### src/rtl/fir_pkg.sv
// Shared types and widths for the row-pass FIR scheduler.
package fir_pkg;
  localparam int PIX_W    = 8;
  localparam int Y_W      = 12;
  localparam int TAPS_DEF = 4;

  typedef enum logic [1:0] {ST_IDLE, ST_FLUSH, ST_STREAM} state_t;

  // Bits needed to hold a count in 0..n-1 (at least one bit).
  function automatic int cnt_w(input int n);
    return (n <= 2) ? 1 : $clog2(n);
  endfunction
endpackage

### src/rtl/rowcol_cnt.sv
// Column/row position counter; column wraps into a row step.
module rowcol_cnt import fir_pkg::*; #(
  parameter int W = 64,
  parameter int H = 64
) (
  input  logic                clk,
  input  logic                rst_n,
  input  logic                i_inc,
  input  logic                i_clr,
  output logic [cnt_w(W)-1:0] o_col,
  output logic [cnt_w(H)-1:0] o_row,
  output logic                o_at_last_col,
  output logic                o_at_last_row
);
  localparam int CW = cnt_w(W);
  localparam int RW = cnt_w(H);

  logic [CW-1:0] r_col;
  logic [RW-1:0] r_row;

  assign o_col         = r_col;
  assign o_row         = r_row;
  assign o_at_last_col = (r_col == CW'(W-1));
  assign o_at_last_row = (r_row == RW'(H-1));

  always_ff @(posedge clk) begin
    if (!rst_n || i_clr) begin
      r_col <= '0;
      r_row <= '0;
    end else if (i_inc) begin
      if (o_at_last_col) begin
        r_col <= '0;
        r_row <= o_at_last_row ? '0 : r_row + 1'b1;
      end else begin
        r_col <= r_col + 1'b1;
      end
    end
  end
endmodule

### src/rtl/fir_row_sched.sv
// Row sequencer for the LUT FIR core: flushes core history before each row,
// streams pixels through, and registers the filtered result with backpressure.
module fir_row_sched import fir_pkg::*; #(
  parameter int IMG_W = 64,
  parameter int IMG_H = 64,
  parameter int TAPS  = TAPS_DEF
) (
  input  logic             clk,
  input  logic             rst_n,
  input  logic             s_valid,
  output logic             s_ready,
  input  logic [PIX_W-1:0] s_pix,
  input  logic             s_sof,
  output logic [PIX_W-1:0] filt_x,
  output logic             filt_ce,
  input  logic [Y_W-1:0]   filt_y,
  output logic             m_valid,
  input  logic             m_ready,
  output logic [Y_W-1:0]   m_data,
  output logic             m_sof,
  output logic             m_last,
  output logic             frame_done,
  output logic             sof_err
);
  localparam int FW = cnt_w(TAPS-1);
  localparam logic [FW-1:0] FLUSH_LAST = FW'(TAPS-2);

  state_t                 r_state;
  logic [FW-1:0]          r_fcnt;
  logic                   r_m_valid, r_m_sof, r_m_last, r_frame_done, r_sof_err;
  logic [Y_W-1:0]         r_m_data;
  logic [cnt_w(IMG_W)-1:0] w_col;
  logic [cnt_w(IMG_H)-1:0] w_row;
  logic w_at_last_col, w_at_last_row, w_first, w_ld, w_acc, w_sof_err;
  logic w_s_ready, w_filt_ce;
  logic [PIX_W-1:0] w_filt_x;

  rowcol_cnt #(.W(IMG_W), .H(IMG_H)) u_cnt (
    .clk          (clk),
    .rst_n        (rst_n),
    .i_inc        (w_acc),
    .i_clr        ((r_state == ST_IDLE) || w_sof_err),
    .o_col        (w_col),
    .o_row        (w_row),
    .o_at_last_col(w_at_last_col),
    .o_at_last_row(w_at_last_row)
  );

  assign w_first   = (w_row == '0) && (w_col == '0);
  assign w_ld      = !r_m_valid || m_ready;
  assign w_acc     = (r_state == ST_STREAM) && s_valid && w_s_ready;
  assign w_sof_err = (r_state == ST_STREAM) && s_valid && s_sof && !w_first;

  always_comb begin
    w_s_ready = 1'b0;
    w_filt_x  = '0;
    w_filt_ce = 1'b0;
    case (r_state)
      ST_IDLE:   w_s_ready = !s_sof;
      ST_FLUSH:  w_filt_ce = 1'b1;
      ST_STREAM: begin
        w_s_ready = w_ld && !(s_sof && !w_first);
        w_filt_x  = s_pix;
        w_filt_ce = s_valid && w_s_ready;
      end
      default: ;
    endcase
  end

  // Handshake outputs are held low while reset is asserted.
  assign s_ready    = rst_n && w_s_ready;
  assign filt_ce    = rst_n && w_filt_ce;
  assign filt_x     = rst_n ? w_filt_x : '0;
  assign m_valid    = r_m_valid;
  assign m_data     = r_m_data;
  assign m_sof      = r_m_sof;
  assign m_last     = r_m_last;
  assign frame_done = r_frame_done;
  assign sof_err    = r_sof_err;

  always_ff @(posedge clk) begin
    if (!rst_n) begin
      r_state      <= ST_IDLE;
      r_fcnt       <= '0;
      r_m_valid    <= 1'b0;
      r_m_data     <= '0;
      r_m_sof      <= 1'b0;
      r_m_last     <= 1'b0;
      r_frame_done <= 1'b0;
      r_sof_err    <= 1'b0;
    end else begin
      r_frame_done <= 1'b0;
      r_sof_err    <= 1'b0;
      if (w_ld) begin
        if (w_acc) begin
          r_m_valid <= 1'b1;
          r_m_data  <= filt_y;
          r_m_sof   <= w_first;
          r_m_last  <= w_at_last_col;
        end else begin
          r_m_valid <= 1'b0;
        end
      end
      case (r_state)
        ST_IDLE: if (s_valid && s_sof) begin
          r_state <= ST_FLUSH;
          r_fcnt  <= '0;
        end
        ST_FLUSH: begin
          if (r_fcnt == FLUSH_LAST) begin
            r_state <= ST_STREAM;
            r_fcnt  <= '0;
          end else begin
            r_fcnt <= r_fcnt + 1'b1;
          end
        end
        ST_STREAM: begin
          if (w_sof_err) begin
            // New frame starts mid-frame: restart from a clean flush.
            r_sof_err <= 1'b1;
            r_state   <= ST_FLUSH;
            r_fcnt    <= '0;
          end else if (w_acc && w_at_last_col) begin
            r_fcnt <= '0;
            if (w_at_last_row) begin
              r_frame_done <= 1'b1;
              r_state      <= ST_IDLE;
            end else begin
              r_state <= ST_FLUSH;
            end
          end
        end
        default: r_state <= ST_IDLE;
      endcase
    end
  end
endmodule
### config.mk
export PLATFORM = sky130hd
export DESIGN_NAME = fir_row_sched
export DESIGN_NICKNAME = d
export VERILOG_FILES = /design/src/rtl/fir_pkg.sv /design/src/rtl/rowcol_cnt.sv /design/src/rtl/fir_row_sched.sv
export SDC_FILE = /design/constraint.sdc
export NUM_CORES = 1
export LEC_CHECK = 0
export BUFFER_PORTS_ARGS = -buffer_cell sky130_fd_sc_hd__clkbuf_2
export CAP_MARGIN = 15
export CORE_MARGIN = 2
export CORE_UTILIZATION = 37
export DETAILED_ROUTE_END_ITERATION = 10
export GPL_TIMING_DRIVEN = 0
export PLACE_DENSITY = 0.73
export SLEW_MARGIN = 30
export SYNTH_ARGS = -nofsm -noshare
export SYNTH_HDL_FRONTEND = slang
export SYNTH_SLANG_ARGS = --single-unit
### constraint.sdc
create_clock -name clk -period 2.75 [get_ports clk]
set_clock_uncertainty 0.15 [all_clocks]
set_input_delay 0.4125 -clock clk [delete_from_list [all_inputs] [get_ports clk]]
set_output_delay 0.4125 -clock clk [all_outputs]
set_load 0.005 [all_outputs]
# [Yosys cells after proc, flatten, opt, wreduce, memory -nomap -nowiden]
# Index checks and enable logic that the tools add are counted.
[totals] elab_cells=74 output_inout_bits=27 register_bits=33 in_bits=25
[op_classes] n_eq_ne=8 bitwise=3 n_reduce_logical=30 muxes=20 addsub=3
[ops] cell="2-bit two-way mux" n=8
[ops] cell="8-bit two-way mux" n=2
[ops] cell="6-bit by 1-bit adder with 6-bit output, second input constant" n=2
[ops] cell="6-bit == test, second input constant" n=2
[ops] cell="1-bit logical AND" n=12
[ops] cell="6-bit zero test" n=2
[ops] cell="6-bit two-way mux" n=2
[ops] cell="2-bit one-hot mux with 3 select lines" n=2
[ops] cell="2-bit AND reduction" n=3
[ops] cell="3-bit AND reduction" n=2
[ops] cell="1-bit zero test" n=5
[ops] cell="2-bit == test, second input constant" n=2
[ops] cell="1-bit two-way mux" n=4
[ops] cell="1-bit one-hot mux with 2 select lines" n=2
[ops] cell="4-bit OR reduction" n=1
[ops] cell="1-bit logical OR" n=3
[ops] cell="3-bit by 2-bit inequality test with 1-bit output, second input constant" n=1
[ops] cell="1-bit inverter" n=3
[ops] cell="3-bit nonzero test" n=1
[ops] cell="2-bit by 1-bit adder with 2-bit output, second input constant" n=1
[ops] cell="2-bit by 1-bit == test with 1-bit output, second input constant" n=1
[ops] cell="2-bit zero test" n=1
[ops] cell="2-bit by 1-bit inequality test with 1-bit output, second input constant" n=1
[ops] cell="2-bit inequality test, second input constant" n=1

# [Depth between registers and ports, before layout]
# Gate-level depths: netlist of the first run.
[depth] ltp_word=12 ltp_mapped=9 ltp_nobuf=7

# [By module]
# Synthesis of the first run repeated with hierarchy kept, for this count alone.
[hier_totals] hier_cells=210 area_unflattened_um2=1823.0
[modules_own_cells] module="fir_row_sched" instances=1 area_per_inst_um2=1198.6 seq_area_each_um2=420.4 cells_each=136
[modules_own_cells] module="rowcol_cnt" instances=1 area_per_inst_um2=624.3 seq_area_each_um2=240.2 cells_each=74

# [Worst setup path after synthesis of the first run]
# Ideal clock, no wire load.
[synth_timing] kind="reg-to-output" startpoint="register r_state[0]" endpoint="output filt_ce" t_required_ns=2.188 path_buffers=2 stages_incl_launch_ff=9 path_slack_ns=0.492 arrival_time_ns=1.695 cell_sequence="dfxtp_1 > inv_1 > ha_1 > and2_1 > nand2_1 > a21o_1 > clkbuf_1 > buf_2 > a21oi_1"
[synth_between] elab_chain_len=3 elab_cells_between_ends=4 classes_between="eq/ne: 2; mux: 1; reduce/logical: 1"
[synth_lines] item="from (decl)" line="fir_row_sched.sv:28" source="state_t r_state;"
[synth_lines] item="from (signal assigned)" line="fir_row_sched.sv:83" source="r_state <= ST_IDLE;"
[synth_lines] item="from (signal assigned)" line="fir_row_sched.sv:106" source="r_state <= ST_FLUSH;"
[synth_lines] item="from (signal assigned)" line="fir_row_sched.sv:111" source="r_state <= ST_STREAM;"
[synth_lines] item="2-bit == test or 2-bit by 1-bit == test with 1-bit output (tied branches)" line="fir_row_sched.sv:58" source="case (r_state)"
[synth_lines] item="1-bit one-hot mux with 2 select lines (*)" line="fir_row_sched.sv:58"
[synth_lines] item="1-bit logical AND (*)" line="fir_row_sched.sv:72" source="assign filt_ce = rst_n && w_filt_ce;"
[synth_lines] item="to (decl)" line="fir_row_sched.sv:15" source="output logic filt_ce,"
# Every way passes the cells marked *; elsewhere a longest branch is shown, timed or not.

# [Worst setup path after layout of the first run]
# Ends and elaborated chain as after synthesis.

==> results of run 1 <==
## worst min path at each step
| stage | from | endpoint | slack, ns | cells past startpoint |
|---|---|---|---|---|
| 6_report | filt_y[11] | m_data[11] | 0.22 | 3 |
| 5_1_grt | filt_y[10] | m_data[10] | 0.22 | 3 |
| 2_1_floorplan | r_fcnt[1] | r_fcnt[1] | 0.30 | 2 |
| 3_3_place_gp | r_fcnt[0] | r_fcnt[0] | 0.31 | 2 |
| 3_5_place_dp | m_sof | m_sof | 0.33 | 2 |
| 4_1_cts | filt_y[1] | m_data[1] | 0.22 | 3 |
## what timing repair did
item,CTS,global route
pin swaps,0,0
gates resized for setup,3,5
setup endpoints to repair,2,2
## logic make-up after synthesis
logic type	count (synthesis)
simple gates	83
compound gates	40
flops	33
buf+inv	18
mux	17
fa+ha+maj	9
## per-layer routing
metal  GRT usage  vias up
li1            -      829
met1       0.202      728
met2       0.263       36
met3      0.0472        6
met4      0.0650        0
met5           0        -
## critical path, cell delays in order, from the launching register on
cell,delay (ns)
dfxtp_1,0.36
inv_1,0.10
ha_1,0.24
and2_2,0.23
nand2_1,0.08
a21o_2,0.26
buf_4,0.21
a21oi_1,0.15
clkbuf_2,0.13
## cell usage after synthesis
library cell | count | share of area
o22a_1 | 1 | 0.0051
nor2_1 | 3 | 0.0065
nand3_1 | 12 | 0.035
nand2b_1 | 3 | 0.011
o31ai_1 | 4 | 0.017
buf_2 | 2 | 0.0058
o22ai_1 | 1 | 0.0036
a21o_1 | 2 | 0.0087
and2_1 | 3 | 0.011
o2111a_1 | 1 | 0.0065
nand2_1 | 21 | 0.046
and3_1 | 9 | 0.033
or3_1 | 2 | 0.0073
nor4b_1 | 1 | 0.0051
nor2b_1 | 13 | 0.047
nor3_1 | 4 | 0.012
a21boi_0 | 3 | 0.013
a211o_1 | 1 | 0.0051
ha_1 | 9 | 0.065
or4_1 | 5 | 0.022
mux2i_1 | 17 | 0.099
or2_2 | 2 | 0.0073
buf_1 | 1 | 0.0022
nand3b_1 | 1 | 0.0044
nor4_1 | 2 | 0.0073
a32o_1 | 1 | 0.0058
a31oi_1 | 2 | 0.0073
and2_0 | 1 | 0.0036
inv_1 | 10 | 0.022
o21ai_0 | 10 | 0.029
nand4_1 | 1 | 0.0036
a21oi_1 | 12 | 0.035
clkbuf_1 | 5 | 0.011
o221a_2 | 2 | 0.013
dfxtp_1 | 33 | 0.38
## registers in the layout, summed over array words and instances (netlist names)
signal	cells
frame_done	1
m_data	12
m_last	1
m_sof	1
m_valid	1
r_fcnt	2
r_state	2
sof_err	1
u_cnt.o_col	6
u_cnt.o_row	6
## power by group
| group | internal (W) | total [W] | switching (W) |
|---|---|---|---|
| clock | 0.000177 | 0.000374 | 0.000196 |
| sequential | 0.000502 | 0.000521 | 0.0000197 |
| combinational | 0.000141 | 0.000341 | 0.000200 |
## through the flow
stage | hold WS [ns] | cell area [sq um] | power [W] | instances | worst slack (ns)
after CTS | 0.218 | 2140 | 0.00124 | 310 | 0.0715
final | 0.224 | 2170 | 0.00124 | 310 | 0.137
after floorplan | 0.303 | 1720 | 0.000761 | 200 | 0.492
after global placement | 0.313 | 2040 | 0.000857 | 303 | 0.111
after global routing | 0.222 | 2170 | 0.00132 | 310 | -0.00531
after detailed placement | 0.326 | 2040 | 0.000869 | 303 | 0.146
## final cells by class
| type | count | area (sq um) |
|---|---|---|
| Fill cell | 419 | 2240 |
| Multi-Input combinational cell | 149 | 1030 |
| Sequential cell | 33 | 661 |
| Timing Repair Buffer | 51 | 255 |
| Clock buffer | 5 | 68.8 |
| Tap cell | 52 | 65.1 |
| Inverter | 10 | 37.5 |
| Buffer | 7 | 31.3 |
| Clock inverter | 3 | 22.5 |
==> flow_summary.ini, run 1 <==
[clock_tree]
clockBufferDepth = 2
numCtsBuffers = 5
cts-htree-levels = 2
clk-insertion-delay-late_ns = 0.29
postCtsSetupRepairBufs = 0
cts_sinks = 33
clock-root-buffer = clkbuf_8
cts_tree = yes
clkTransAtPathRegs_ns = 0.08
cts_hold_buffers = 0

[logic_synthesis]
synthCells = 200
synth-simple-area-share = 0.261
ys.warnings.count = 0
yosysUniqueCellTypes = 35
synth_compound_area_frac = 0.150
ys_seq_elements = 33
syn_area_sq_um = 1720
muxShareOfSynthArea = 0.0989
syn_area_per_cell_sq_um = 8.60
synth_top_family_by_area = simple AND/OR/NAND/NOR gates
synth_nets = 234
synthXorXnorAreaFrac = 0
synth_seq_area_share = 0.384
synth_adder_area_share = 0.0655

[power]
power_density_nw_per_um2 = 570
p_leak_nw = 0.992
ir_drop_mv = 0.379

[timing]
finalCriticalPeriod_ns = 2.61
finalSetupViolations = 0
setup-tns-final_ns = 0
finalHoldViolCount = 0
slew_violations = 0
fin_crit_sh = 0.950
maxSlewHeadroom = 0.509
fmax_ghz = 0.383
worstMarginPinSlew_ns = 0.731

[route]
wirelength_um = 3970
wl_per_cell_um = 12.8
viasPerCell = 5.16
vias = 1599
first_iter_violations = 79
dr.max_layer_used = met4
dr_wl_met3_um = 176
remaining_drc_errors = 0
wl_met2_um = 1950
ant_nets = 0
first_pass_iters = 4
wl_met1_um = 1790

[die]
start_util = 0.390
ios = 52
die_w_um = 72.2
core.rowCount = 24
core_sq_um = 4410
die_h_um = 72.2
dieArea_sq_um = 5210

[critical_path]
crit_end = filt_ce
worstPathRequired_ns = 2.19
r2r-start = r_state[0]
reg2reg_slack_ns = 0.18
r2r_cells = 7
worstPathArrival_ns = 2.05
critPathLaunch = r_state[0]
reg2reg_to = r_state[0]
endpoint_kind = output pin
worstSetupPathType = reg -> out
cp_max_fo = 10
startpoint_type = register

[place]
portBuffers = 51
gp_congestion = 0.823
dp_hpwl_um = 3010

[finish]
final_nets = 291
drive_gt1_frac = 0.271
layout_common_cells = 51 x clkbuf_2, 33 x dfxtp_1, 21 x nand2_1, 17 x mux2i_1, 13 x nor2b_1
n_antenna_cell = 0
mostFrequentLayoutCell = clkbuf_2
syn2layout_area_growth_pct = 26.1
final_util = 0.491

[global_route]
grtUsageTotal = 0.162
grt_pass1_vias = 1501
grt_max_degree = 13
grt_overflow = 0
grt_pass1_wl_um = 6680
antenna_found_initial = 0

[status]
outcome = completed

[run]
drv_cap = 0

[worst_hold_path]
worstHoldPathType = in -> reg
Power figures use the tool's default switching activity.
==> run 2, diff against run 1 <==
Settings changed: ABC_AREA set to 1, CAP_MARGIN 15 to unset, PLACE_DENSITY 0.73 to 0.72.
==> flow_summary.ini, run 2 <==
[critical_path]
cp_max_fo = 10
critPathTopFamily = simple AND/OR/NAND/NOR gates
reg2reg_slack_ns = 0.79
worstPathArrival_ns = 2.02
slowest_stage = dfxtp_1
startpoint_type = register
cpPeakStageDelay_ns = 0.33
endpoint_kind = output pin
path_buf_inv = 5
worstSetupPathType = reg -> out
crit_chain = inv_1, ha_1, nand2_1, inv_1, nand2_1, o21bai_2, nand3_2, nand2_4, nand2_4, nor2_8, inv_2, buf_6, a21oi_2, clkbuf_2
worstPathRequired_ns = 2.19

[power]
ir_drop_mv = 0.364
power_w = 0.00141
power_density_nw_per_um2 = 653
p_leak_nw = 1.09

[timing]
finalHoldViolCount = 0
finalCriticalPeriod_ns = 2.58
finalSetupViolations = 0
maxSlewHeadroom = 0.723
setup-tns-final_ns = 0
fin_crit_sh = 0.939
worstMarginPinSlew_ns = 0.415
slew_violations = 0
grt_setup_unrepaired = no
fmax_ghz = 0.387

[finish]
mostFrequentLayoutCell = nor2_1
final_nets = 342
n_antenna_cell = 0
syn2layout_area_growth_pct = 23.1
layout_common_cells = 53 x nor2_1, 51 x clkbuf_2, 40 x inv_1, 35 x nand2_1, 33 x dfxtp_1
nFillCells = 480
drive_gt1_frac = 0.259
largest_reg_flops = 12
finalInstanceArea_sq_um = 2160

[die]
start_util = 0.378
dieArea_sq_um = 5300
core.rowCount = 25
die_w_um = 72.8
ios = 52
core_sq_um = 4630
die_h_um = 72.8

[route]
ant_nets = 0
wl_per_cell_um = 9.93
remaining_drc_errors = 0
wirelength_um = 3600
vias = 1641
first_pass_iters = 4
first_iter_violations = 110
viasPerCell = 4.52

[clock_tree]
cts-htree-levels = 2
clkTransAtPathRegs_ns = 0.07
cts_sinks = 33
clock-root-buffer = clkbuf_8
cts_tree = yes
clockBufferDepth = 2
cts_hold_buffers = 0
clk-insertion-delay-late_ns = 0.28
numCtsBuffers = 5

[logic_synthesis]
yosysUniqueCellTypes = 29
synth-edff-count = 0
synth_top_flop_cell = dfxtp_1
synthCells = 250
synth_most_common_cell = nor2_1
synth_nets = 284
ys_seq_elements = 33
synthTopCellsByCount = 53 x nor2_1, 41 x inv_1, 35 x nand2_1
ys_async_sr_fraction = 0
yosys-top-cells-area = dfxtp_1 38%, nor2_1 11%, inv_1 8.8%
syn_area_sq_um = 1750
synth.top_cell.area_share = 0.377
ys.warnings.count = 0
synth_top_cell_by_area = dfxtp_1
syn_area_per_cell_sq_um = 7.01
synth_seq_area_share = 0.377

[place]
placed_area_sq_um = 2070
gp_congestion = 0.824
portBuffers = 51
dp_hpwl_um = 2810

[global_route]
grt_pass1_wl_um = 6020
grt_overflow = 0
grt_max_degree = 11
grt_pass1_vias = 1476
grtUsageTotal = 0.140
antenna_found_initial = 0

[run]
drv_cap = 0

[worst_hold_path]
worstHoldPathType = in -> reg

[status]
outcome = completed
==> run 2: changes by cell type after synthesis, moves of 4 or more <==
| cell | previous run | this run |
|---|---|---|
| a21oi_1 | 12 | 17 |
| nand2_1 | 21 | 35 |
| mux2i_1 | 17 | 0 |
| o21ai_0 | 10 | 18 |
| and3_1 | 9 | 1 |
| o31ai_1 | 4 | 0 |
| or4_1 | 5 | 0 |
| inv_1 | 10 | 41 |
| nor2b_1 | 13 | 0 |
| nor2_1 | 3 | 53 |
==> run 2: routing by layer <==
metal / GRT usage / vias up / routed length (um)
met1: 0.184 / 718 / 1770
met2: 0.228 / 31 / 1650
li1: - / 887 / -
met3: 0.0414 / 5 / 158
met5: 0 / - / 0
met4: 0.0309 / 0 / 21
==> run 2: kinds of logic after synthesis <==
group / Yosys count / synth area share
AOI/OAI and AO/OA: 39 / 0.121
xor gates and xnor gates: 2 / 0.0100
adders and majority gates: 9 / 0.0643
buffers and inverters: 49 / 0.118
DFF: 33 / 0.377
and+or+nand+nor: 118 / 0.310
==> run 2: worst paths after layout <==
path | startpoint | endpoint | cells after the start
worst min-delay path | filt_y[7] | m_data[7] | 3
worst max register to register | u_cnt.o_col[0] | r_state[1] | 13
worst max-delay path | u_cnt.o_col[0] | filt_ce | 14
worst min register to register | m_sof | m_sof | 2
==> run 2: per-stage QoR <==
stage                     cells  setup slack (ns)  hold WS (ns)  utilization
final                       363             0.167         0.205        0.466
after global routing        363            0.0174         0.209        0.466
after CTS                   363             0.111         0.202        0.466
after detailed placement    355             0.435         0.312        0.448
after global placement      355             0.424         0.301        0.448
after floorplan             250             0.696         0.306            -
==> run 2: report_power, final <==
group	leakage, nW	switching [W]	internal (W)
Combinational	0.776	0.000291	0.000197
Clock	0.0450	0.000173	0.000175
Sequential	0.267	0.0000392	0.000532
Total	1.09	0.000504	0.000904
==> run 2: tightest hold or removal path, stage by stage <==
cell      delay, ns
clkbuf_2       0.08
nor2_1         0.03
nor2_1         0.08
==> run 2: layout make-up <==
| cell class | instances | area (sq um) | share of cell area |
|---|---|---|---|
| well taps | 54 | 67.6 | 0.0313 |
| clock buffers | 6 | 72.6 | 0.0336 |
| clock inverters | 2 | 10.0 | 0.00464 |
| plain buffers | 5 | 41.3 | 0.0191 |
| repair buffers | 51 | 255 | 0.118 |
| flip-flops and latches | 33 | 661 | 0.306 |
| multi-input cells | 168 | 885 | 0.410 |
| inverters | 44 | 165 | 0.0766 |
==> run 2: what timing repair did <==
action	in CTS	in global routing
endpoints found under the setup margin	0	1
gates resized for setup	0	1
buffers inserted	0	0
==> run 3, diff against run 2 <==
Settings changed: PLACE_DENSITY 0.72 to 0.73, SKIP_CTS_REPAIR_TIMING set to 1, SLEW_MARGIN 30 to 25, SYNTH_HIERARCHICAL set to 1.
==> flow_summary.ini, run 3 <==
[timing]
setup-tns-final_ns = 0
fmax_ghz = 0.411
finalCriticalPeriod_ns = 2.44
worstMarginPinSlew_ns = 0.410
finalSetupViolations = 0
grt_setup_unrepaired = no
maxSlewHeadroom = 0.727
finalHoldViolCount = 0
slew_violations = 0
fin_crit_sh = 0.886

[logic_synthesis]
synth-edff-count = 0
synth_top_cell_by_area = dfxtp_1
ys_seq_elements = 33
ys_async_sr_fraction = 0
syn_area_per_cell_sq_um = 6.92
synth.top_cell.area_share = 0.387
ys.warnings.count = 6
yosys-top-cells-area = dfxtp_1 39%, nand2_1 13%, a21oi_1 8.5%
yosysUniqueCellTypes = 27
synthCells = 247
synthTopCellsByCount = 59 x nand2_1, 34 x nor2_1, 33 x dfxtp_1
synth_most_common_cell = nand2_1
synth_top_flop_cell = dfxtp_1
synth_seq_area_share = 0.387
synth_nets = 279
syn_area_sq_um = 1710

[finish]
n_antenna_cell = 0
layout_common_cells = 59 x nand2_1, 51 x clkbuf_2, 34 x nor2_1, 33 x dfxtp_1, 32 x inv_1
largest_reg_flops = 12
drive_gt1_frac = 0.268
final_nets = 337
mostFrequentLayoutCell = nand2_1
syn2layout_area_growth_pct = 23.8
final_util = 0.479
nFillCells = 452

[clock_tree]
clockBufferDepth = 2
numCtsBuffers = 5
clock-root-buffer = clkbuf_8
clkTransAtPathRegs_ns = 0.07
cts_sinks = 33
cts_tree = yes
cts-htree-levels = 2
clk-insertion-delay-late_ns = 0.29

[critical_path]
startpoint_type = register
path_buf_inv = 4
cp_max_fo = 10
critPathTopFamily = buffers and inverters
slowest_stage = dfxtp_1
endpoint_kind = output pin
cpPeakStageDelay_ns = 0.36
worstSetupPathType = reg -> out
worstPathRequired_ns = 2.19
crit_chain = inv_1, ha_1, nand2_1, inv_1, nand3_4, buf_2, a21oi_1, clkbuf_2
worstPathArrival_ns = 1.87
cp_common_cell = inv_1

[place]
dp_hpwl_um = 2740
portBuffers = 51
gp_congestion = 0.822

[global_route]
grt_overflow = 0
grt_pass1_wl_um = 5910
grt_pass1_vias = 1426
grtUsageTotal = 0.143
grt_max_degree = 12
antenna_found_initial = 0

[die]
ios = 52
die_h_um = 72.0
die_w_um = 72.0
dieArea_sq_um = 5180
core_sq_um = 4410
core.rowCount = 24
start_util = 0.387

[route]
remaining_drc_errors = 0
wirelength_um = 3620
first_pass_iters = 4
ant_nets = 0
wl_per_cell_um = 10.1
viasPerCell = 4.58
vias = 1640
first_iter_violations = 41

[status]
outcome = completed

[power]
p_leak_nw = 1.04
power_w = 0.00145
ir_drop_mv = 0.189
power_density_nw_per_um2 = 683

[worst_hold_path]
worstHoldPathType = in -> reg

[run]
drv_cap = 0
==> run 3: cell count changes in the layout (fill, tap and decap cells not counted), sizes merged, moves of 5 or more <==
cell,previous run,this run
o21ai,19,5
nand3,12,17
nand2,39,65
inv,44,33
nor2,57,40
a21oi,18,29
==> run 3: report_power, final <==
group | internal [W] | switching [W] | total, W
registers | 0.000531 | 0.0000420 | 0.000573
clock network | 0.000174 | 0.000182 | 0.000357
logic | 0.000204 | 0.000312 | 0.000516
==> run 3: logic make-up after synthesis <==
group,share of synthesized area
compound gates,0.0996
fa+ha+maj,0.0512
simple gates,0.371
buf+inv,0.0915
flops,0.387
==> run 3: worst paths after layout <==
kind / depth (start not counted) / to / slack, ns / start
hold / removal: 3 / m_data[11] / 0.20 / filt_y[11]
hold reg to reg: 2 / m_data[4] / 0.31 / m_data[4]
setup / recovery: 8 / filt_ce / 0.31 / r_state[0]
setup reg to reg: 14 / u_cnt/o_row[0] / 0.57 / r_state[1]
==> run 3: cell type report <==
class | instances | area [sq um] | share of cell area
inverters | 35 | 133 | 0.0627
clock buffers | 5 | 68.8 | 0.0325
multi-input cells | 175 | 892 | 0.422
flip-flops and latches | 33 | 661 | 0.312
clock inverters | 3 | 17.5 | 0.00828
plain buffers | 4 | 23.8 | 0.0112
well taps | 52 | 65.1 | 0.0308
repair buffers | 51 | 255 | 0.121
==> run 3: worst register-to-register path, delay by kind of cell (launching register included) <==
| kind | cells | cell delay [ns] |
|---|---|---|
| AOI/OAI and AO/OA | 1 | 0.09 |
| DFF | 1 | 0.36 |
| adders and majority gates | 1 | 0.14 |
| buffers and inverters | 5 | 0.48 |
| and+or+nand+nor | 7 | 0.86 |
==> run 3: per-stage QoR <==
step                      cells  area [sq um]  hold slack, ns  setup WS, ns
after CTS                   358          2120           0.196         0.306
after detailed placement    350          2030           0.306         0.442
after floorplan             247          1710           0.298         0.834
after global routing        358          2120           0.197         0.166
final                       358          2120           0.200         0.315
after global placement      350          2030           0.301         0.456
==> run 3: metal layers <==
metal  track usage  vias to the layer above  routed length [um]
met2         0.248                       40                1670
met1         0.161                      710                1680
li1              -                      885                   -
met3        0.0528                        5                 216
met4        0.0503                        0                  51
met5             0                        -                   0
